$ cat src/rtl/uart_rx.sv
// rtl/uart_rx.sv - 8N1 serial receiver with mid-bit oversampled sampling and framing-error detection
// Define UART_RX_PARITY_EN to add a parity bit between data and stop (PARITY_ODD selects the sense).
module uart_rx #(
  parameter int OVERSAMPLE = 16,
  parameter bit PARITY_ODD = 1'b0
) (
  input  logic       i_clk,
  input  logic       i_rst,
  input  logic       i_tick,
  input  logic       i_srx,
  output logic       o_Rx_valid,
  output logic [7:0] o_Rx_data,
  output logic       o_frame_err,
  output logic       o_parity_err,
  output logic       o_busy
);

  localparam int TW = $clog2(OVERSAMPLE);
  localparam logic [TW-1:0] TICK_LAST = TW'(OVERSAMPLE - 1);
  localparam logic [TW-1:0] TICK_MID  = TW'(OVERSAMPLE / 2 - 1);
  localparam logic [TW-1:0] TICK_ONE  = TW'(1);

  typedef enum logic [2:0] {IDLE, START, DATA, PARITY, STOP, BREAK} state_t;

  state_t          state;
  logic            sync1;
  logic            line;
  logic [TW-1:0]   tick_cnt;
  logic [2:0]      bit_cnt;
  logic [7:0]      shreg;
`ifdef UART_RX_PARITY_EN
  logic            parity_bit;
  logic            parity_err;
`endif

  // Both flops reset high so reset never looks like a start bit.
  always_ff @(posedge i_clk) begin
    if (i_rst) begin
      sync1 <= 1'b1;
      line  <= 1'b1;
    end else begin
      sync1 <= i_srx;
      line  <= sync1;
    end
  end

  always_ff @(posedge i_clk) begin
    if (i_rst) begin
      state       <= IDLE;
      tick_cnt    <= '0;
      bit_cnt     <= 3'd0;
      shreg       <= 8'h00;
      o_Rx_valid  <= 1'b0;
      o_Rx_data   <= 8'h00;
      o_frame_err <= 1'b0;
      o_busy      <= 1'b0;
`ifdef UART_RX_PARITY_EN
      parity_bit  <= 1'b0;
      parity_err  <= 1'b0;
`endif
    end else begin
      o_Rx_valid  <= 1'b0;
      o_frame_err <= 1'b0;
`ifdef UART_RX_PARITY_EN
      parity_err  <= 1'b0;
`endif
      if (i_tick) begin
        case (state)
          IDLE: begin
            if (!line) begin
              tick_cnt <= '0;
              state    <= START;
              o_busy   <= 1'b1;
            end
          end
          START: begin
            if (tick_cnt == TICK_MID) begin
              if (line) begin
                state  <= IDLE;
                o_busy <= 1'b0;
              end else begin
                tick_cnt <= '0;
                bit_cnt  <= 3'd0;
                state    <= DATA;
              end
            end else begin
              tick_cnt <= tick_cnt + TICK_ONE;
            end
          end
          DATA: begin
            if (tick_cnt == TICK_LAST) begin
              tick_cnt <= '0;
              shreg    <= {line, shreg[7:1]};
              bit_cnt  <= bit_cnt + 3'd1;
              if (bit_cnt == 3'd7) begin
`ifdef UART_RX_PARITY_EN
                state <= PARITY;
`else
                state <= STOP;
`endif
              end
            end else begin
              tick_cnt <= tick_cnt + TICK_ONE;
            end
          end
`ifdef UART_RX_PARITY_EN
          PARITY: begin
            if (tick_cnt == TICK_LAST) begin
              tick_cnt   <= '0;
              parity_bit <= line;
              state      <= STOP;
            end else begin
              tick_cnt <= tick_cnt + TICK_ONE;
            end
          end
`endif
          // Deciding at mid-stop leaves half a bit to catch an immediately following start bit.
          STOP: begin
            if (tick_cnt == TICK_LAST) begin
              tick_cnt <= '0;
              if (line) begin
                o_Rx_data  <= shreg;
                o_Rx_valid <= 1'b1;
`ifdef UART_RX_PARITY_EN
                parity_err <= ((^{shreg, parity_bit}) != PARITY_ODD);
`endif
                state      <= IDLE;
                o_busy     <= 1'b0;
              end else begin
                o_frame_err <= 1'b1;
                state       <= BREAK;
              end
            end else begin
              tick_cnt <= tick_cnt + TICK_ONE;
            end
          end
          BREAK: begin
            if (line) begin
              state  <= IDLE;
              o_busy <= 1'b0;
            end
          end
          default: begin
            state  <= IDLE;
            o_busy <= 1'b0;
          end
        endcase
      end
    end
  end

`ifdef UART_RX_PARITY_EN
  assign o_parity_err = parity_err;
`else
  assign o_parity_err = 1'b0 & PARITY_ODD;
`endif

endmodule

$ cat config.mk
export PLATFORM = sky130hd
export DESIGN_NAME = uart_rx
export DESIGN_NICKNAME = d
export VERILOG_FILES = /design/src/rtl/uart_rx.sv
export SDC_FILE = /design/constraint.sdc
export NUM_CORES = 1
export LEC_CHECK = 0
export CORE_MARGIN = 4
export CORE_UTILIZATION = 40
export DETAILED_ROUTE_END_ITERATION = 8
export PLACE_DENSITY = 0.68
export SYNTH_ARGS = -nofsm -noshare
export SYNTH_HDL_FRONTEND = slang
export SYNTH_SLANG_ARGS = --single-unit
$ cat constraint.sdc
create_clock -name i_clk -period 3.9 [get_ports i_clk]
set_clock_uncertainty 0.1 [all_clocks]
set_input_delay 0.78 -clock i_clk [delete_from_list [all_inputs] [get_ports i_clk]]
set_output_delay 0.78 -clock i_clk [all_outputs]
set_load 0.05 [all_outputs]
==> qor.csv, run 1 <==
stage,metric,value,unit
setup_path,r2r worst-path depth,5,
synth,largest area contributor in the netlist,dfxtp_1,
timing,Finish-stage setup viols,0,
cells_and_area,n_diodes,0,
clocking,CTS H-tree depth,2,
synth,Post-synth EDFFs,0,
clocking,CTS Buf Count,5,
timing,Slew @ Worst Pin,1140,ps
routing,DR top layer,met4,
routing,WL/cell,14.1,µm
synth,mapped cell area,1500,µm²
synth,Syn Area/Cell,8.68,µm²
timing,Tmin final,2360,ps
hold_path,critical hold path startpoint,sync1,
global_routing,first-pass GRT wire length,5570,µm
placement,routability congestion estimate from global placement,0.868,
routing,DR WL met3,149,µm
synth,Post-Syn Instances,173,
hold_path,hold crit path type,flop to flop,
synth,"FFs w/ async S/R, synth",0,
global_routing,vias in the first global route,1234,
clocking,Clock Sinks,31,
routing,First-pass DRT Iterations,4,
clocking,Clock Tree Buf Depth,2,
cells_and_area,fillers,350,
die,Starting Density,0.433,
cells_and_area,layout cell share with drive strength beyond 1,0.0829,
synth,Post-synth top cells,"31 x dfxtp_1, 22 x nand2_1, 17 x a21oi_1",
die,die area,4800,µm²
cells_and_area,fin nets,187,
global_routing,antenna violations before repair,0,
timing,RSZ-0062 raised after global routing,false,
cells_and_area,P&R area growth vs syn,16.4,%
global_routing,GRT Overall Usage,0.140,
clocking,worst skew pair latency,280,ps
hold_path,worst hold endpoint,line,
die,# rows,21,
cells_and_area,Reg area,621,µm²
synth,total nets after synthesis,180,
die,Core ar.,3470,µm²
synth,Synth area leaders,"dfxtp_1 41%, a21oi_1 5.7%, nand2_1 5.5%",
synth,most frequent cell after synthesis,dfxtp_1,
clocking,CTS Hold Buffers Added,0,
synth,top-area cell type share of the netlist area,0.413,
synth,ys flop type,dfxtp_1,
routing,Vias/cell,5.70,
routing,final WL,3200,µm
cells_and_area,multi-input logic area,808,µm²
setup_path,biggest cell delay along the critical path,670,ps
hold_path,Hold Crit Depth,1,
timing,Max Freq,0.423,GHz
timing,worst relative slew slack,0.235,
timing,Fin Hold WS,324,ps
setup_path,Worst EP required,3920,ps
clocking,Post-CTS Repair Setup Buffers,0,
die,chip width,69.3,µm
run_status,status,"complete, no violations",
synth,post-synth cell types,45,
routing,Post-DRT Antenna Nets,0,
timing,Slew Limit Fails,0,
routing,Metal-1 WL,1490,µm
die,I/O pin cnt,16,
setup_path,Crit Path Max Fanout,10,
synth,"Seq/Total Area, Yosys",0.413,
clocking,Root Buffer,clkbuf_8,
job,maxcap violations,0,
setup_path,CP Launch Type,primary input,
setup_path,R2R Setup Slk,1680,ps
clocking,Worst-path clk slew,60,ps
timing,fin crit share,0.606,
routing,First DRT Iteration DRCs,103,
global_routing,gr ovfl total,0,
timing,Fin. Hold Viols,0,
die,Die H,69.3,µm
routing,Post-route DRC,0,
power,Pleak,0.660,nW
clocking,CTS tree,yes,
routing,Via Count,1295,
setup_path,critical path arrival,2380,ps
placement,I/O Buffers,14,
power,Peak VDD IR,0.149,mV
synth,yosys warns,0,
setup_path,crit path kind,primary input to flop,
timing,Fin Setup TNS,0,ps
setup_path,reg2reg start,tick_cnt[0],
placement,dpl hpwl,2220,µm
synth,synthesized flop and latch total,31,
clocking,# resized after CTS,0,
routing,WL met2,1520,µm
global_routing,largest net degree at the start of global routing,34,
setup_path,RR Endpoint,o_Rx_data[6],
setup_path,cell chain of the critical path,clkdlybuf4s50_1 -> nand4_1 -> mux2i_1 -> nor2_1,
power,Power Dens Cells,394,nW/µm²
setup_path,CP max stage cell,clkdlybuf4s50_1,
setup_path,Setup crit end kind,flop,
report_power, final:
part | internal (mW) | switching [mW]
clock | 0.206 | 0.119
sequential | 0.320 | 0.00517
combinational | 0.0137 | 0.0247
logic make-up after synthesis:
family / count (synthesis) / synth area share
compound gates: 40 / 0.174
xor+xnor: 1 / 0.00583
fa+ha+maj: 3 / 0.0250
buf+inv: 15 / 0.0483
flops: 31 / 0.413
mux: 8 / 0.0533
other cells: 1 / 0.00250
simple gates: 74 / 0.277
per-stage QoR:
stage	instance area (µm²)	power, mW	util	cells	setup WS, ps
2_1_floorplan	1500	0.360	-	173	1900
3_3_place_gp	1630	0.369	0.470	219	1330
3_5_place_dp	1630	0.371	0.470	219	1250
4_1_cts	1750	0.695	0.504	227	1540
5_1_grt	1750	0.708	0.504	227	1370
6_report	1750	0.690	0.504	227	1540
how the worst max path moves through the flow:
stage                    to  cells past startpoint  startpoint
2_1_floorplan      state[1]                      4      i_tick
3_3_place_gp   o_Rx_data[1]                      4      i_tick
3_5_place_dp   o_Rx_data[6]                      4      i_tick
4_1_cts        o_Rx_data[6]                      4      i_tick
5_1_grt        o_Rx_data[6]                      4      i_tick
6_report       o_Rx_data[6]                      4      i_tick
registers in the layout, summed over array words and instances (netlist names):
| name | count |
|---|---|
| o_Rx_data | 8 |
| shreg | 8 |
| tick_cnt | 4 |
| bit_cnt | 3 |
| state | 3 |
| line | 1 |
| o_Rx_valid | 1 |
| o_busy | 1 |
| o_frame_err | 1 |
| sync1 | 1 |
layer usage:
metal	global-route usage	vias to the layer above
li1	-	631
met1	0.181	630
met2	0.218	29
met3	0.0464	5
met4	0.0477	0
met5	0	-
placed cells by master (no fill, tap or decap), types with 2 or more instances in the layout:
master and instances:
nand3_1 7, or2_1 2, and3_1 3, nand4_1 3
and2_1 2, a21oi_1 17, mux2i_1 8, nor2b_1 4
nand2b_1 2, o21ai_1 6, nor2_1 11, nand3b_1 3
or3_1 2, o21ai_0 4, nand2_1 22, or2_2 2
dfxtp_1 31, clkbuf_8 6, ha_1 3, o31ai_1 3
clkdlybuf4s50_1 14, nor4b_1 2
worst max-delay path, delay by kind of cell:
kind | cells | cell delay, ps
multiplexers | 1 | 320
AND/OR/NAND/NOR | 2 | 600
buffers and inverters | 1 | 670
layout make-up:
class,count,area share
clock buffer,6,0.0472
tap,46,0.0329
multi-input combinational,127,0.462
clock inverter,2,0.0200
timing repair buffer,14,0.0802
inverter,1,0.00215
sequential,31,0.355
Note: power is estimated with default switching activity, not from simulation.
==> run 2, diff against run 1 <==
==> constraint.sdc (replaced) <==
create_clock -name i_clk -period 2.3 [get_ports i_clk]
set_clock_uncertainty 0.1 [all_clocks]
set_input_delay 0.46 -clock i_clk [delete_from_list [all_inputs] [get_ports i_clk]]
set_output_delay 0.46 -clock i_clk [all_outputs]
set_load 0.05 [all_outputs]
==> run 2 against run 1 <==
Design area increased by 0.86%. Via count decreased by 0.77%. Largest power group unchanged. Worst setup slack got worse by 1200 ps. Global-route usage decreased by 0.086 points. Count of clock-buffer cells in the layout unchanged. Die area unchanged. Largest cell class unchanged. Cell count increased by 2.2%. Sequential power increased by 69%. Register-to-register slack got worse by 1300 ps. Non-clock buffer count increased by 6.
==> qor.csv, run 2 (synthesis results as in run 1) <==
stage,metric,value,unit,change
clocking,Worst-path clk slew,60,ps,about the same
placement,dpl hpwl,2240,µm,+0.72%
routing,WL/cell,13.3,µm,-5.3%
cells_and_area,"leading cell type in the layout, fill and taps excluded",dfxtp_1,,
routing,First-pass DRT Iterations,4,,unchanged
cells_and_area,fin nets,193,,+3.2%
cells_and_area,n_diodes,0,,unchanged
job,maxcap violations,0,,unchanged
timing,RSZ-0062 raised after global routing,false,,
die,Starting Density,0.433,,unchanged
setup_path,CP max stage cell,clkdlybuf4s50_1,,
clocking,Clock Sinks,31,,unchanged
clocking,CTS H-tree depth,2,,unchanged
global_routing,largest net degree at the start of global routing,17,,-50%
power,Power Dens Cells,589,nW/µm²,+49%
routing,Vias/cell,5.54,,-2.9%
setup_path,critical path arrival,1430,ps,-950 ps
clocking,CTS tree,yes,,
hold_path,critical hold path startpoint,sync1,,
global_routing,antenna violations before repair,0,,unchanged
setup_path,biggest cell delay along the critical path,810,ps,+140 ps
die,# rows,21,,unchanged
setup_path,Worst EP required,1740,ps,-2180 ps
routing,Post-route DRC,0,,unchanged
timing,fin crit share,0.865,,
setup_path,Setup crit end kind,primary output,,
setup_path,crit path kind,flop to primary output,,
setup_path,Crit Path Max Fanout,3,,-7
timing,Slew @ Worst Pin,611,ps,-533 ps
setup_path,cell chain of the critical path,clkdlybuf4s50_1,,
hold_path,worst hold endpoint,line,,
cells_and_area,layout cell share with drive strength beyond 1,0.108,,+0.0247
global_routing,gr ovfl total,0,,unchanged
clocking,CTS Buf Count,5,,unchanged
routing,First DRT Iteration DRCs,111,,+7.8%
global_routing,first-pass GRT wire length,5590,µm,+0.38%
setup_path,CP top delay family,buffers and inverters,,
die,chip width,69.3,µm,unchanged
hold_path,Hold Crit Depth,1,,unchanged
routing,final WL,3100,µm,-3.2%
timing,Finish-stage setup viols,0,,unchanged
die,I/O pin cnt,16,,unchanged
clocking,Post-CTS Repair Setup Buffers,0,,unchanged
routing,Post-DRT Antenna Nets,0,,unchanged
timing,Fin Setup TNS,0,ps,unchanged
placement,I/O Buffers,14,,unchanged
setup_path,Buffers & Inverters on Critical Path,1,,unchanged
timing,Tmin final,1990,ps,
cells_and_area,Non-Filler Instances,232,,+2.2%
hold_path,hold crit path type,flop to flop,,
clocking,Clock Tree Buf Depth,2,,unchanged
die,die area,4800,µm²,unchanged
clocking,CTS Hold Buffers Added,0,,unchanged
global_routing,vias in the first global route,1260,,+2.1%
setup_path,R2R Setup Slk,360,ps,-1320 ps
global_routing,GRT Overall Usage,0.139,,-0.000862
die,Core ar.,3470,µm²,unchanged
placement,routability congestion estimate from global placement,0.834,,-3.9%
placement,Post-DP Area,1680,µm²,+2.8%
timing,worst relative slew slack,0.591,,+0.356
power,Tot Pwr,1.04,mW,+50%
setup_path,CP Launch Type,flop,,
power,Peak VDD IR,0.411,mV,+180%
cells_and_area,final instance area,1760,µm²,+0.86%
timing,Fin. Hold Viols,0,,unchanged
cells_and_area,Largest regs,"o_Rx_data (8), shreg (8), tick_cnt (4)",,
clocking,worst skew pair latency,280,ps,about the same
cells_and_area,P&R area growth vs syn,17.4,%,
setup_path,reg2reg start,state[1],,
clocking,Root Buffer,clkbuf_8,,
power,Pleak,0.674,nW,+2.1%
run_status,status,"complete, no violations",,
cells_and_area,"commonest cells after routing, fill and taps aside","31 x dfxtp_1, 22 x nand2_1, 17 x a21oi_1",,
setup_path,r2r worst-path depth,4,,-1
setup_path,RR Endpoint,bit_cnt[1],,
clocking,# resized after CTS,0,,unchanged
cells_and_area,fillers,338,,-3.4%
timing,Slew Limit Fails,0,,unchanged
routing,Via Count,1285,,-0.77%
die,Die H,69.3,µm,unchanged
placement,placed cells,225,,+2.7%
timing,Max Freq,0.503,GHz,
-- run 2: cell count changes in the layout (fill, tap and decap cells not counted), sizes merged --
cell,before,now
bufinv,1,0
buf,0,6
-- run 2: cell type report --
class                      instances  area [µm²]  area share
multi-input combinational        127         808       0.458
sequential                        31         621       0.352
timing repair buffer              20         185       0.105
clock buffer                       6        82.6      0.0468
tap                               46        57.6      0.0326
clock inverter                     1        5.00     0.00284
inverter                           1        3.75     0.00213
-- run 2: metrics by stage --
stage / utilization / hold WS (ps) / worst slack, ps
floorplan: - / 289 / 624
CTS: 0.508 / 308 / 301
global route: 0.508 / 318 / 165
finish: 0.508 / 306 / 311
global placement: 0.483 / 297 / 337
detailed placement: 0.483 / 294 / 271
-- run 2: how the worst max path moves through the flow --
stage	startpoint	to	slack, ps	depth (start not counted)
floorplan	i_tick	state[1]	620	4
global placement	i_tick	bit_cnt[1]	340	5
detailed placement	i_tick	bit_cnt[1]	270	5
CTS	o_Rx_data[1]	o_Rx_data[1]	300	1
global route	state[1]	bit_cnt[1]	170	4
finish	o_busy	o_busy	310	1
-- run 2: routing by layer --
layer  wire length, µm  track usage
met5                 0            0
met1              1470        0.167
met3               163       0.0580
met2              1430        0.227
met4                36       0.0412
-- run 2: power breakdown --
part	total, mW	internal (mW)	switching (mW)
registers	0.550	0.544	0.00685
logic	0.0708	0.0278	0.0430
clock network	0.416	0.234	0.182
